==> config.mk <==
export PLATFORM = sky130hd
export DESIGN_NAME = cbus_rr_arbiter
export DESIGN_NICKNAME = d
export VERILOG_FILES = /design/src/rtl/cbus_rr_arbiter.sv
export SDC_FILE = /design/constraint.sdc
export NUM_CORES = 1
export LEC_CHECK = 0
export ABC_AREA = 1
export ABC_CLOCK_PERIOD_IN_PS = 2220
export BUFFER_PORTS_ARGS = -buffer_cell sky130_fd_sc_hd__buf_2
export CAP_MARGIN = 20
export CORE_AREA = 4 4 356 358
export CTS_CLUSTER_SIZE = 10
export DETAILED_ROUTE_END_ITERATION = 10
export DIE_AREA = 0 0 360 362
export GPL_TIMING_DRIVEN = 1
export PLACE_DENSITY = 0.3
export RECOVER_POWER = 25
export SETUP_SLACK_MARGIN = 0.5
export SLEW_MARGIN = 40
export SYNTH_ARGS = -nofsm -noshare
export SYNTH_HDL_FRONTEND = slang
export SYNTH_SLANG_ARGS = --single-unit
==> constraint.sdc <==
create_clock -name clk -period 2.22 [get_ports clk]
set_input_delay 0.111 -clock clk [delete_from_list [all_inputs] [get_ports clk]]
set_output_delay 0.111 -clock clk [all_outputs]
set_load 0.02 [all_outputs]
==> src/rtl/cbus_rr_arbiter.sv <==
// -----------------------------------------------------------------------------
// cbus_rr_arbiter
//   Round-robin arbiter that shares the single cached-bus master port among
//   NUM_INPUTS requesters (uncached I, ICache, uncached D, DCache). A grant is
//   held for a whole burst and released on oresp.ready & oresp.last. The
//   requester that just finished gets the lowest priority next time round.
//
// Ports
//   clk, reset      system clock, synchronous active-high reset
//   ireqs[i]        requests from the requesters
//   iresps[i]       responses steered back to the owner (zero for everyone else)
//   oreq / oresp    memory-side request / response
//   grant_idx       current owner (meaningful only while busy=1)
//   busy            a transaction is granted and in flight
//
// Optional feature (macro CBUS_ARB_STATS_EN)
//   grant_cnt[i]    32-bit wrapping count of grants to input i
//   stall_max       longest run of cycles any requester waited with valid=1
//                   and no grant, saturating at 0xFFFF
// -----------------------------------------------------------------------------

package cbus_pkg;
    typedef struct packed {
        logic        valid;
        logic        is_write;
        logic [2:0]  size;
        logic [31:0] addr;
        logic [7:0]  strobe;
        logic [63:0] data;
        logic [7:0]  len;
    } cbus_req_t;

    typedef struct packed {
        logic        ready;
        logic        last;
        logic [63:0] data;
    } cbus_resp_t;
endpackage

`ifdef CBUS_ARB_STATS_EN
// Per-requester statistics: grant counter and current wait-run length.
module cbus_arb_stat_lane (
    input  logic        clk,
    input  logic        reset,
    input  logic        grant_ev_i,
    input  logic        wait_i,
    output logic [31:0] grant_cnt_o,
    output logic [15:0] stall_d_o
);
    logic [31:0] grant_cnt_q;
    logic [15:0] stall_q, stall_d;

    always_comb begin
        stall_d = '0;
        if (wait_i) stall_d = (stall_q == 16'hFFFF) ? stall_q : stall_q + 16'd1;
    end

    always_ff @(posedge clk) begin
        if (reset) begin
            grant_cnt_q <= '0;
            stall_q     <= '0;
        end else begin
            if (grant_ev_i) grant_cnt_q <= grant_cnt_q + 32'd1;
            stall_q <= stall_d;
        end
    end

    assign grant_cnt_o = grant_cnt_q;
    assign stall_d_o   = stall_d;
endmodule
`endif

module cbus_rr_arbiter
    import cbus_pkg::*;
#(
    parameter int NUM_INPUTS = 4,
    parameter int IDX_W      = (NUM_INPUTS > 1) ? $clog2(NUM_INPUTS) : 1
) (
    input  logic                        clk,
    input  logic                        reset,
    input  cbus_req_t  [NUM_INPUTS-1:0] ireqs,
    output cbus_resp_t [NUM_INPUTS-1:0] iresps,
    output cbus_req_t                   oreq,
    input  cbus_resp_t                  oresp,
    output logic [IDX_W-1:0]            grant_idx,
    output logic                        busy
`ifdef CBUS_ARB_STATS_EN
    ,
    output logic [NUM_INPUTS-1:0][31:0] grant_cnt,
    output logic [15:0]                 stall_max
`endif
);
    typedef enum logic {S_IDLE, S_BUSY} state_e;

    state_e           state_q;
    logic [IDX_W-1:0] sel_q, ptr_q, sel_inc;
    logic             busy_q;

    logic             win_found;
    logic [IDX_W-1:0] win_idx, cidx;
    int               cand;

    // Scan ptr, ptr+1, ... wrapping modulo NUM_INPUTS; first valid wins.
    always_comb begin
        win_found = 1'b0;
        win_idx   = '0;
        cand      = 0;
        cidx      = '0;
        for (int k = 0; k < NUM_INPUTS; k++) begin
            cand = int'(ptr_q) + k;
            if (cand >= NUM_INPUTS) cand = cand - NUM_INPUTS;
            cidx = IDX_W'(cand);
            if (!win_found && ireqs[cidx].valid) begin
                win_found = 1'b1;
                win_idx   = cidx;
            end
        end
    end

    assign sel_inc = (int'(sel_q) == NUM_INPUTS - 1) ? '0 : sel_q + 1'b1;

    always_ff @(posedge clk) begin
        if (reset) begin
            state_q <= S_IDLE;
            sel_q   <= '0;
            ptr_q   <= '0;
            busy_q  <= 1'b0;
        end else begin
            case (state_q)
                S_IDLE: begin
                    if (win_found) begin
                        sel_q   <= win_idx;
                        state_q <= S_BUSY;
                        busy_q  <= 1'b1;
                    end
                end
                S_BUSY: begin
                    // Finished requester becomes lowest priority.
                    if (oresp.ready && oresp.last) begin
                        state_q <= S_IDLE;
                        busy_q  <= 1'b0;
                        ptr_q   <= sel_inc;
                    end
                end
                default: begin
                    state_q <= S_IDLE;
                    busy_q  <= 1'b0;
                end
            endcase
        end
    end

    // Pass-through only while BUSY; IDLE forwards nothing in either direction.
    always_comb begin
        oreq   = '0;
        iresps = '0;
        if (state_q == S_BUSY) begin
            oreq          = ireqs[sel_q];
            iresps[sel_q] = oresp;
        end
    end

    assign busy      = busy_q;
    assign grant_idx = sel_q;

`ifdef CBUS_ARB_STATS_EN
    logic [NUM_INPUTS-1:0]       grant_ev, wait_v;
    logic [NUM_INPUTS-1:0][15:0] stall_d;
    logic [15:0]                 stall_max_q, stall_peak;

    for (genvar g = 0; g < NUM_INPUTS; g++) begin : g_lane
        assign grant_ev[g] = (state_q == S_IDLE) && win_found && (win_idx == IDX_W'(g));
        assign wait_v[g]   = ireqs[g].valid && !((state_q == S_BUSY) && (sel_q == IDX_W'(g)));

        cbus_arb_stat_lane u_lane (
            .clk         (clk),
            .reset       (reset),
            .grant_ev_i  (grant_ev[g]),
            .wait_i      (wait_v[g]),
            .grant_cnt_o (grant_cnt[g]),
            .stall_d_o   (stall_d[g])
        );
    end

    always_comb begin
        stall_peak = stall_max_q;
        for (int i = 0; i < NUM_INPUTS; i++)
            if (stall_d[i] > stall_peak) stall_peak = stall_d[i];
    end

    always_ff @(posedge clk) begin
        if (reset) stall_max_q <= '0;
        else       stall_max_q <= stall_peak;
    end

    assign stall_max = stall_max_q;
`endif

endmodule
# Word level (Yosys, flattened, before mapping)
# Cells that the tools add are included.
# totals
register_bits	6
in_bits	536
wordCells	71
# classes
add_sub_neg	8
n_lt_le_gt_ge	10
eq_ne	3
muxes	33
bitwise	2
n_reduce_logical	11
# op_table
op	count
$bmux 117 s2	5
$mux 117	6
$and 264x264->264	1
$mux 264	1
$demux 66 s2	1
$mux 66	1
$mux 2	9
$lt 2x3->1 const B	5
$ge 3x3->1 const B	3
$mux 1	8
$sub 2x1->2 const B	4
$add 2x2->3 const B	2
$reduce_and 2->1	3
$logic_and 1x1->1	5
$pmux 1 s2	2
$add 2x1->3 const B	1
$ge 2x3->1 const B	1
$logic_not 1->1	3
$add 2x1->2 const B	1
$eq 2x1->1 const B	1
$ge 2x1->1 const B	1
$ne 2x1->1 const B	1
$ne 2x2->1 const B	1
$not 1->1	1

# Depth between registers and ports, before layout
# logic_depth
ltp_word	16
mapped_depth	11

# Least setup slack after synthesis
# No wires, ideal clock.
# synth_timing
path_kind	register -> output
from	reg sel_q[0] (netlist: grant_idx[0])
to	out iresps[158] in the netlist's numbering
t_arrival_ns	1.905
path_slack_ns	0.204
stages_incl_launch_ff	10
n_path_buf	5
cell_sequence	dfxtp_1 > inv_2 > buf_2 > buf_2 > buf_2 > ha_1 > nand2_1 > buf_2 > buf_1 > nor2_1
# synth_rtl
item	line	rtl
from (decl)	96	logic [IDX_W-1:0] sel_q, ptr_q, sel_inc;
from (signal assigned)	132	sel_q <= win_idx;
to (decl)	82	output cbus_resp_t [NUM_INPUTS-1:0] iresps,

==> results.yml <==
synthesis:
  yosys-top-cells-area: "nor2_1 (47%), o21ai_0 (19%), a21oi_1 (10%), inv_1 (5.0%), buf_2 (4.0%)"
  synth_area_mm2: 0.005843
  ys_warn_count: 0
  synth_cell_types: 22
  yosysTopAreaCellShare_pct: 46.83
  netlist_instances: 1362
  synth_fp_nets: 1902
  ys_seq_elements: 6
  syn_avg_cell_area_um2: 4.290
  yosysSeqAreaShare_pct: 2.056
  synth_top_cell_by_area: "nor2_1"
finish:
  drive_above_1_share_pct: 63.23
  fill_cells: 14320
  final_nets: 2908
  final_util_pct: 16.23
  fin_cells: 4025
  syn_to_final_growth_pct: 242.5
  design_area_mm2: 0.02001
worst_setup_path:
  reg2reg_to: "ptr_q[0]$_SDFFE_PP0P_"
  crit_chain: "buf_12 -> buf_12 -> clkinv_8 -> ha_1 -> nand2_8 -> buf_12 -> buf_4 -> buf_8 -> nor2_4 -> buf_6"
  r2r_setup_slack_ns: 0.27
  end_kind: "output port"
  cp_common_cell: "buf_12"
  cp.required_ns: 2.11
  cpLargestDelayFamily: "buffers and inverters"
  slowest_delay_ns: 0.41
  crit_type: "reg2out"
  critical_path_buf_inv_count: 7
  worst-path-max-fanout: 8
  critPathSlowestCell: "dfxtp_4"
  startpoint_type: "flop"
  r2r_cells: 12
  cp.arrival_ns: 2.00
  reg2reg_from: "grant_idx[0]$_SDFFE_PP0P_"
power_and_ir_drop:
  powerDensity_mw_per_mm2: 396.3
  ir_drop_uv: 229.6
  power_mw: 7.932
  p_leak_nw: 8.681
clocking:
  cts_buffers: 3
  cts_tree: "built"
  clockBufferDepth: 2
  holdBufCountCts: 0
  path_clk_slew_ns: 0.03
  root_buffer: "clkbuf_16"
  insertion_delay_ns: 0.23
  cts_max_level: 1
  cts.sinks: 6
floorplan:
  die_w_um: 360
  initial_core_util_pct: 4.738
  fp.dieH_um: 362
  ios: 920
  dieArea_mm2: 0.1303
  rows: 129
  fp.coreArea_mm2: 0.1233
detailed_routing:
  drc: 0
  wirelength_um: 101700
  drt-initial-drc-count: 712
  ant_nets: 0
  via_count: 13730
  wire_per_inst_um: 25.27
  first_pass_iters: 5
  viasPerCell: 3.412
grt:
  grt_pass1_vias: 12860
  grt_max_degree: 63
  grt_pass1_wl_um: 119500
  grt_overflow: 0
  antenna_found_initial: 80
  gr-usage-all-layers_pct: 13.33
run:
  drv_cap: 0
sta:
  holdWs_ns: 0.09330
  fin_crit_ns: 2.108
  layout_setup_ws_ns: 0.1124
  slew_headroom_pct: 52.44
  skew_ns: 0.0005596
  drv_slew: 0
  setup_violations: 0
  fmax_mhz: 474.5
  tns_ns: 0
  rsz0062_at_grt: "yes"
  period_share_pct: 94.94
  hold_viol_final: 0
  worstMarginPinSlew_ns: 0.7126
place:
  dpl-instance-area_mm2: 0.01352
  gp_congestion: 0.8554
  dp_hpwl_um: 76880
  port_buffers: 919
  dp.cells: 3855
  pre_cts_slack_ns: 0.0004730
hold_path:
  whs_endpoint: "busy$_SDFFE_PP0P_"
  holdPathStages: 2
  min_path_type: "in2reg"
  min-delay-start: "reset"
run_status:
  outcome: "finished clean"
-- logic make-up after synthesis --
logic type / count (synthesis) / share of synthesized area [%]
flops: 6 / 2.056
compound gates: 365 / 31.35
fa+ha+maj: 4 / 0.8566
simple gates: 786 / 51.37
buf+inv: 201 / 14.37
-- timing repair --
| action | 4_1_cts | 5_1_grt |
|---|---|---|
| cloned | 28 | 30 |
| buffers inserted | 35 | 52 |
| endpoints found under the setup margin | 377 | 378 |
| gates resized for setup | 318 | 1097 |
| pin swaps | 41 | 145 |
-- worst max path at each step --
stage / from / end / slack, ns / cells after the start
2_1_floorplan: grant_idx[0]$_SDFFE_PP0P_ / iresps[10] / 0.43 / 8
3_5_place_dp: grant_idx[0]$_SDFFE_PP0P_ / oreq[0] / 0.0005 / 7
4_1_cts: grant_idx[0]$_SDFFE_PP0P_ / oreq[115] / 0.20 / 7
6_report: grant_idx[0]$_SDFFE_PP0P_ / iresps[188] / 0.11 / 10
5_1_grt: grant_idx[0]$_SDFFE_PP0P_ / iresps[188] / 0.07 / 10
3_3_place_gp: grant_idx[0]$_SDFFE_PP0P_ / oreq[0] / 0.01 / 7
-- routing by layer --
metal / vias up / global-route usage [%] / part of all wire (%)
li1: 6389 / - / -
met1: 6493 / 15.76 / 39
met2: 666 / 24.41 / 51
met3: 138 / 4.402 / 7.9
met4: 48 / 0.8290 / 1.8
met5: - / 0 / 0.30
-- sequential cells by signal, summed over array words and instances, names as in the netlist --
register / count
ptr_q: 2
grant_idx: 2
busy: 1
state_q: 1
-- placed cells by master, fill, tap and decap left out, types with 2 or more instances in the layout --
master	instances
buf_2	548
clkbuf_2	21
nand3_1	8
buf_8	6
clkbuf_1	34
buf_16	43
nor3_2	6
nand2_1	28
nand2_8	4
clkbuf_4	4
diode_2	22
inv_2	2
buf_12	47
buf_6	278
a21oi_2	32
nor2_1	404
nand2_2	6
o21ai_0	122
nor2_2	28
nor2_4	299
bufbuf_16	3
dfxtp_1	3
dfxtp_4	3
inv_1	75
nor3_1	2
o21ai_1	102
clkbuf_16	23
ha_4	3
o21ai_2	17
a21oi_1	89
buf_4	116
-- cell usage after synthesis --
library cell	count
buf_1	12
clkbuf_1	55
buf_4	5
nand2_2	6
inv_2	3
buf_2	47
nand3_1	8
o211ai_1	1
nor2_2	1
buf_6	1
nand3_2	1
o21ai_0	218
o21ai_1	23
dfxtp_1	6
nand2_1	32
a22oi_1	1
inv_1	78
nor2_1	729
nor3_1	8
a21oi_1	122
nor2_4	1
ha_1	4
-- cell type report --
| class | instances | area, um^2 | area share, % |
|---|---|---|---|
| antenna | 22 | 55.05 | 0.2751 |
| inverter | 81 | 351.6 | 1.757 |
| timing repair inverter | 1 | 16.27 | 0.08128 |
| multi-input combinational | 1155 | 7516 | 37.56 |
| clock buffer | 3 | 75.07 | 0.3751 |
| tap | 1637 | 2048 | 10.23 |
| sequential | 6 | 131.4 | 0.6565 |
| timing repair buffer | 1120 | 9819 | 49.07 |
-- report_power, final --
group          internal, mW  switching [mW]  leakage, nW
Combinational          3.15            4.35         8.59
Clock                 0.231          0.0566       0.0371
Sequential            0.122          0.0308       0.0514
Power figures use the tool's default switching activity.
